## config.mk

```make
export PLATFORM = sky130hd
export DESIGN_NAME = bsg_arb_rr_locked
export DESIGN_NICKNAME = d
export VERILOG_FILES = /design/src/rtl/bsg_arb_rr_locked_pkg.sv /design/src/rtl/bsg_priority_encode.sv /design/src/rtl/bsg_arb_rr_locked.sv
export SDC_FILE = /design/constraint.sdc
export NUM_CORES = 1
export LEC_CHECK = 0
export ABC_AREA = 1
export ABC_CLOCK_PERIOD_IN_PS = 5300
export BUFFER_PORTS_ARGS = -buffer_cell sky130_fd_sc_hd__buf_2
export CAP_MARGIN = 30
export CORE_MARGIN = 10
export CORE_UTILIZATION = 30
export CTS_CLUSTER_DIAMETER = 200
export DETAILED_ROUTE_END_ITERATION = 6
export PLACE_DENSITY = 0.49
export RECOVER_POWER = 50
export SYNTH_ARGS = -nofsm -noshare
export SYNTH_HDL_FRONTEND = slang
export SYNTH_SLANG_ARGS = --single-unit
```

## constraint.sdc

```tcl
create_clock -name clk_i -period 5.3 [get_ports clk_i]
set_clock_uncertainty 0.1 [all_clocks]
set_input_delay 1.06 -clock clk_i [delete_from_list [all_inputs] [get_ports clk_i]]
set_output_delay 1.06 -clock clk_i [all_outputs]
set_load 0.03 [all_outputs]
```

## src/rtl/bsg_arb_rr_locked_pkg.sv

```systemverilog
// Shared types and helpers for the locked round-robin arbiter.
// The state encoding and the index rotation are used by the arbiter top.
package bsg_arb_pkg;

  typedef enum logic {
    IDLE   = 1'b0,
    LOCKED = 1'b1
  } bsg_arb_state_e;

  // Modular index rotation; width must be a power of two so the mask is the modulus.
  function automatic int unsigned bsg_arb_rotate(input int unsigned idx,
                                                 input int unsigned amount,
                                                 input int unsigned width);
    return (idx + amount) & (width - 1);
  endfunction

endpackage

```

## src/rtl/bsg_priority_encode.sv

```systemverilog
// Priority encoder over a request vector: returns the index of the first set bit
// scanning from bit 0 upward (lo_to_hi_p=1) or from the top downward (lo_to_hi_p=0).
module bsg_priority_encode #(
  parameter int width_p    = 16,
  parameter int lo_to_hi_p = 1,
  parameter int lg_width_p = $clog2(width_p)
) (
  input  logic [width_p-1:0]    i,
  output logic [lg_width_p-1:0] addr_o,
  output logic                  v_o
);

  // The last matching bit visited in each loop wins, so the scan runs away from the priority end.
  always_comb begin
    addr_o = '0;
    v_o    = |i;
    if (lo_to_hi_p != 0) begin
      for (int k = width_p - 1; k >= 0; k--) begin
        if (i[k]) addr_o = lg_width_p'(k);
      end
    end else begin
      for (int k = 0; k < width_p; k++) begin
        if (i[k]) addr_o = lg_width_p'(k);
      end
    end
  end

endmodule

```

## src/rtl/bsg_arb_rr_locked.sv

```systemverilog
// Round-robin arbiter that keeps its grant on one requester for a whole multi-beat
// packet, releasing on the packet's last beat or after max_beats_p beats.
module bsg_arb_rr_locked
  import bsg_arb_pkg::*;
#(
  parameter int width_p     = 16,
  parameter int lg_width_p  = $clog2(width_p),
  parameter int max_beats_p = 8
) (
  input  logic                  clk_i,
  input  logic                  reset_i,
  input  logic [width_p-1:0]    reqs_i,
  input  logic                  last_i,
  input  logic                  yumi_i,
  output logic [width_p-1:0]    grants_o,
  output logic [lg_width_p-1:0] tag_o,
  output logic                  v_o,
  output logic                  locked_o
);

  localparam int beats_w_lp = (max_beats_p > 1) ? $clog2(max_beats_p) : 1;

  bsg_arb_state_e        state_r;
  logic [lg_width_p-1:0] last_r;
  logic [lg_width_p-1:0] owner_r;
  logic [beats_w_lp-1:0] beats_r;

  logic [lg_width_p-1:0] rot_amount;
  logic [width_p-1:0]    reqs_rot;
  logic [lg_width_p-1:0] enc_addr;
  logic                  enc_v;
  logic [lg_width_p-1:0] winner;
  logic [lg_width_p-1:0] sel_tag;
  logic [lg_width_p-1:0] src_idx;

  // Start the search one past the last winner; the narrow add wraps naturally.
  assign rot_amount = last_r + 1'b1;

  always_comb begin
    reqs_rot = '0;
    src_idx  = '0;
    for (int k = 0; k < width_p; k++) begin
      src_idx     = lg_width_p'(bsg_arb_rotate(k, 32'(rot_amount), width_p));
      reqs_rot[k] = reqs_i[src_idx];
    end
  end

  bsg_priority_encode #(
    .width_p    (width_p),
    .lo_to_hi_p (1),
    .lg_width_p (lg_width_p)
  ) encoder (
    .i      (reqs_rot),
    .addr_o (enc_addr),
    .v_o    (enc_v)
  );

  assign winner = lg_width_p'(bsg_arb_rotate(32'(enc_addr), 32'(rot_amount), width_p));

  // While locked, only the owner's request matters, even if it drops and others wait.
  always_comb begin
    v_o     = 1'b0;
    sel_tag = '0;
    if (state_r == LOCKED) begin
      v_o     = reqs_i[owner_r];
      sel_tag = owner_r;
    end else begin
      v_o     = enc_v;
      sel_tag = winner;
    end
    tag_o    = v_o ? sel_tag : '0;
    grants_o = v_o ? (width_p'(1) << sel_tag) : '0;
  end

  assign locked_o = (state_r == LOCKED);

  always_ff @(posedge clk_i) begin
    if (reset_i) begin
      state_r <= IDLE;
      last_r  <= '1;
      owner_r <= '0;
      beats_r <= '0;
    end else if (yumi_i && v_o) begin
      case (state_r)
        IDLE: begin
          last_r <= winner;
          if (last_i || (max_beats_p == 1)) begin
            beats_r <= '0;
          end else begin
            state_r <= LOCKED;
            owner_r <= winner;
            beats_r <= beats_w_lp'(1);
          end
        end
        LOCKED: begin
          if (last_i || (beats_r == beats_w_lp'(max_beats_p - 1))) begin
            state_r <= IDLE;
            beats_r <= '0;
          end else begin
            beats_r <= beats_r + 1'b1;
          end
        end
        default: state_r <= IDLE;
      endcase
    end
  end

  yumi_needs_valid: assert property (@(posedge clk_i) disable iff (reset_i) yumi_i |-> v_o);

endmodule

```

# Yosys cells after proc, flatten, opt, wreduce, memory -nomap -nowiden
# Cells that the tools add are included.
# classes
bitwise,2
eq_ne,1
shifts,1
n_mux,60
order_cmp,17
n_reduce_logical,5
addsub,18
# op_table
operator,n
"4-bit by 5-bit < comparator with 1-bit output, second input constant",17
4-bit 2-to-1 mux,18
1-bit binary-select mux with 4-bit select,17
"4-bit adder, first input constant",8
1-bit 2-to-1 mux,21
"3-bit by 4-bit adder with 4-bit output, first input constant",4
16-bit 2-to-1 mux,1
16-bit OR reduction,1
"1-bit by 4-bit << shifter with 16-bit output, first input constant",1
"2-bit by 4-bit adder with 4-bit output, first input constant",2
3-bit one-hot mux with 2 select lines,1
"1-bit by 4-bit adder with 4-bit output, first input constant",1
"4-bit by 1-bit adder with 4-bit output, second input constant",1
4-bit adder,1
"3-bit by 1-bit adder with 3-bit output, second input constant",1
"3-bit == test, second input constant",1
3-bit 2-to-1 mux,1
3-bit AND reduction,1
1-bit inverter,2
1-bit one-hot mux with 2 select lines,1
2-bit AND reduction,1
1-bit logical AND,1
1-bit logical OR,1
# totals
inputBits,20
word_cells,108
regBits,12
out_inout_bits,22

# Depth between registers and ports, before layout
# depth
word_depth,24
depth_mapped,35
depth_no_buf,33

# Modules after synthesis
# From an unflattened synthesis, not the netlist that was laid out.
# hier_totals
hier_cells,404
area_unflattened_um2,2302.2
# modules_own_cells
mod,cells_each,seq_area_each_um2,area_each_um2,n_inst
bsg_arb_rr_locked,355,240.2,2093.3,1
bsg_priority_encode,49,0.0,209.0,1

# Worst setup path after synthesis
# No wires, ideal clock.
# synth_path
kind,register -> output
startpoint,reg last_r[0]
endpoint,out grants_o[12]
t_arrival_ns,4.213
path_buffers,2
stages_incl_launch_ff,33
required_time_ns,4.140
setup_slack_ns,-0.073
cell_sequence,dfxtp_1 inv_2 buf_2 ha_1 buf_2 inv_2 nand2_1 nand2_2 nand2_1 o21ai_0 nand2_1 nand3_1 nand2_1 nand2_1 nand2_1 nand2_1 nand2_1 nand2_1 nand2_1 nand2_1 nand2_1 nand2_1 nand2_1 nand2_1 nand2_1 a21oi_1 ha_1 fa_1 xor2_1 o21ai_0 nor2_2 nand2_1 nor2_1
# synth_via
elab_chain_cells,24
elab_cells_between_ends,70
cone_classes,17 x add/sub; 1 x shift; 51 x mux; 1 x reduce/logical
# synth_lines
item,line,source
from (decl),bsg_arb_rr_locked.sv:24,logic [lg_width_p-1:0] last_r;
from (signal assigned),bsg_arb_rr_locked.sv:86,last_r <= winner;
4-bit by 1-bit adder with 4-bit output (*),bsg_arb_rr_locked.sv:37,assign rot_amount = last_r + 1'b1;
4-bit adder,bsg_arb_rr_locked_pkg.sv:14,return (idx + amount) & (width - 1);
1-bit binary-select mux with 4-bit select,bsg_arb_rr_locked.sv:44,reqs_rot[k] = reqs_i[src_idx];
1-bit 2-to-1 mux (implied by the code),bsg_arb_rr_locked.sv:44,
4-bit 2-to-1 mux (16 in series),bsg_priority_encode.sv:19,if (i[k]) addr_o = lg_width_p'(k);
4-bit adder,bsg_arb_rr_locked_pkg.sv:14,
4-bit 2-to-1 mux,bsg_arb_rr_locked.sv:64,if (state_r == LOCKED) begin
1-bit by 4-bit << shifter with 16-bit output,bsg_arb_rr_locked.sv:72,grants_o = v_o ? (width_p'(1) << sel_tag) : '0;
16-bit 2-to-1 mux (*),bsg_arb_rr_locked.sv:72,
to (decl),bsg_arb_rr_locked.sv:15,"output logic [width_p-1:0] grants_o,"
# Every way passes the cells marked *; elsewhere a longest branch is shown, timed or not. The select of a mux whose other input is x is not followed.

# Final worst setup path
# layout_path
startpoint,in reqs_i[11]
endpoint,out grants_o[4]
# layout_via
elab_chain_cells,22
elab_cells_between_ends,56
cone_classes,1 x add/sub; 1 x shift; 53 x mux; 1 x reduce/logical
# layout_lines
item,line,source
from (decl),bsg_arb_rr_locked.sv:12,"input logic [width_p-1:0] reqs_i,"
1-bit binary-select mux with 4-bit select,bsg_arb_rr_locked.sv:44,
1-bit 2-to-1 mux (implied by the code),bsg_arb_rr_locked.sv:44,
4-bit 2-to-1 mux (16 in series),bsg_priority_encode.sv:19,
4-bit adder,bsg_arb_rr_locked_pkg.sv:14,
4-bit 2-to-1 mux,bsg_arb_rr_locked.sv:64,
1-bit by 4-bit << shifter with 16-bit output,bsg_arb_rr_locked.sv:72,
16-bit 2-to-1 mux (*),bsg_arb_rr_locked.sv:72,
# Marked as above.

==> impl_metrics.csv <==
group,metric,value,unit
yosys,synth-seq-cells,12,
clock_network,htreeDepth,1,
cells_and_area,nNetsFinal,570,
sta,fin_crit,5.20,ns
route,drc,0,
sta,fmax,0.192,GHz
critical_path,critPathMaxFanout,5,
yosys,syn_avg_cell_area,5.22,sq um
grt,antenna_found_initial,0,
route,post_drt_via_cell_ratio,4.77,
floorplan,row_count,32,
cells_and_area,finish.utilization,48.2,%
floorplan,die_area,11900,sq um
sta,final_hold_viol_count,0,
route,dr.pass1.iters,4,
critical_path,cpLargestDelayFamily,"simple AND/OR/NAND/NOR gates",
yosys,seq_area_frac_synth,10.1,%
grt,grt_max_degree,28,
route,drt_iter0_markers,126,
clock_network,hold_buffers,0,
yosys,async_flop_share,0,%
critical_path,cp.required,4.14,ns
cells_and_area,final_common_cell,"nand2_1",
grt,grt_usage,12.4,%
grt,grt_pass1_wl,12400,um
cells_and_area,area_delta_synth_final,56.5,%
clock_network,clock-sinks,12,
placed_design,port_buffers,41,
yosys,syn_inst,454,
grt,grt_overflow_total,0,
critical_path,reg2reg_from,"last_r[1]",
clock_network,cts_buffers,3,
clock_network,cts_tree,"built",
critical_path,cp-end-kind,"output port",
sta,maxSlewViolCount,0,
critical_path,cp_slowest_cell,"fa_2",
clock_network,cts_buffer_depth,2,
cells_and_area,diodes,0,
sta,max_slew_margin,57.9,%
critical_path,slowest_delay,0.35,ns
placed_design,gp_congestion,0.862,
cells_and_area,layout.cells.most_common_list,"nand2_1 (128), nand2_2 (60), buf_4 (54), nand3_1 (30), buf_6 (29)",
outcome,outcome,"complete, no violations",
grt,grt_pass1_vias,2636,
route,detail-route-antenna-nets,0,
min_path,holdCritStartpoint,"beats_r[2]",
placed_design,hpwlAfterDp,6310,um
yosys,ys_types,37,
floorplan,die_w,109,um
sta,rsz0062_at_grt,"true",
yosys,synth_flop_cell,"dfxtp_1",
sta,worst_pin_slew,0.626,ns
sta,setup_viol_count_final,0,
clock_network,worstSkewPairLatency,0.24,ns
yosys,synth-edff-count,0,
placed_design,pre_cts_ws,-0.215,ns
route,wl,8330,um
clock_network,cts_root_buf,"clkbuf_8",
critical_path,cp-startpoint,"reqs_i[11]",
sta,setup_ws,0.105,ns
yosys,yosysWarnings,0,
clock_network,clk_pin_slew,0.06,ns
yosys,syn_nets,482,
floorplan,core-area,7690,sq um
route,routedWlPerCell,12.9,um
critical_path,worstSetupPathType,"in2out",
critical_path,path_buf_inv,4,
critical_path,worstPathArrival,4.04,ns
sta,fin_crit_sh,98.0,%
floorplan,die_h,109,um
cells_and_area,drive_gt1_share,48.6,%
min_path,min_path_type,"reg2reg",
run,maxCapViolations,0,
critical_path,crit_path_start_kind,"input pin",
sta,holdWs,0.373,ns
route,num_vias,3070,
yosys,syn_area,2370,sq um
floorplan,io_pins,42,
critical_path,crit_path_frequent_cell,"nand2_1",
floorplan,start_util,30.8,%
## state kept, by name (all words and copies together) (netlist names)
| register | cells |
|---|---|
| owner_r | 4 |
| locked_o | 1 |
| beats_r | 3 |
| last_r | 4 |
## through the flow
stage,cells,cell area (sq um),setup TNS [ns]
final,643,3710,0
after global routing,643,3710,-3.41
after CTS,630,3060,0
after detailed placement,626,2930,-3.27
after global placement,626,2930,-3.04
after floorplan,454,2380,0
## synthesized netlist by cell type, types with 2 or more instances
| library cell | number | area share (%) |
|---|---|---|
| dfxtp_1 | 12 | 10 |
| nor3b_1 | 2 | 0.63 |
| ha_1 | 7 | 3.7 |
| nand4_1 | 2 | 0.53 |
| o21ai_0 | 29 | 6.1 |
| buf_6 | 5 | 2.4 |
| and2_1 | 4 | 1.1 |
| nand2_1 | 185 | 29 |
| inv_2 | 7 | 1.1 |
| nand3_1 | 43 | 9.1 |
| inv_1 | 40 | 6.3 |
| xor2_2 | 3 | 2.1 |
| clkbuf_1 | 3 | 0.48 |
| nand2_2 | 12 | 3.2 |
| o21ai_1 | 12 | 2.5 |
| xor2_1 | 3 | 1.1 |
| o211ai_1 | 2 | 0.63 |
| a21oi_1 | 24 | 5.1 |
| buf_2 | 4 | 0.84 |
| nor2_1 | 30 | 4.8 |
| nor2_2 | 9 | 2.4 |
## cell families after synthesis
| kind of cell | count (synthesis) | synth area share (%) |
|---|---|---|
| compound gates | 72 | 16.4 |
| xor+xnor | 7 | 3.85 |
| fa+ha+maj | 8 | 4.54 |
| buf+inv | 63 | 12.2 |
| flops | 12 | 10.1 |
| simple gates | 292 | 52.9 |
## tightest hold or removal path, stage by stage (launching register included)
cell and delay, ns:
dfxtp_1 0.31, nand2_1 0.06, a21oi_1 0.05
## area by class of cell
type                            instances  area [sq um]
Fill cell                             828          3980
Multi-Input combinational cell        379          2270
Timing Repair Buffer                   97           822
Sequential cell                        12           243
Inverter                               49           189
Tap cell                              102           128
Clock buffer                            4          55.1
## final timing paths
check	endpoint	slack, ns	depth (start not counted)
worst max-delay path	grants_o[4]	0.10	32
worst min-delay path	beats_r[2]	0.37	2
worst max register to register	owner_r[3]	1.62	23
worst min register to register	beats_r[2]	0.37	2
## routing by layer
layer  part of all wire (%)  global-route usage (%)  up-vias  wire length [um]
met5                      0                       0        -                 0
met4                   0.36                    1.41        0                30
met3                    2.4                    1.42        4               196
li1                       -                       -     1617                 -
met2                     51                    20.6       31              4260
met1                     46                    17.3     1418              3840
## timing repair
item	4_1_cts	5_1_grt
pin swaps	6	46
buffers inserted	0	14
resized for setup	27	184
cloned	0	0
endpoints found under the setup margin	18	19
Power is not shown: default switching activity piles up to over one toggle a cycle in this logic, so the estimate is an artifact.
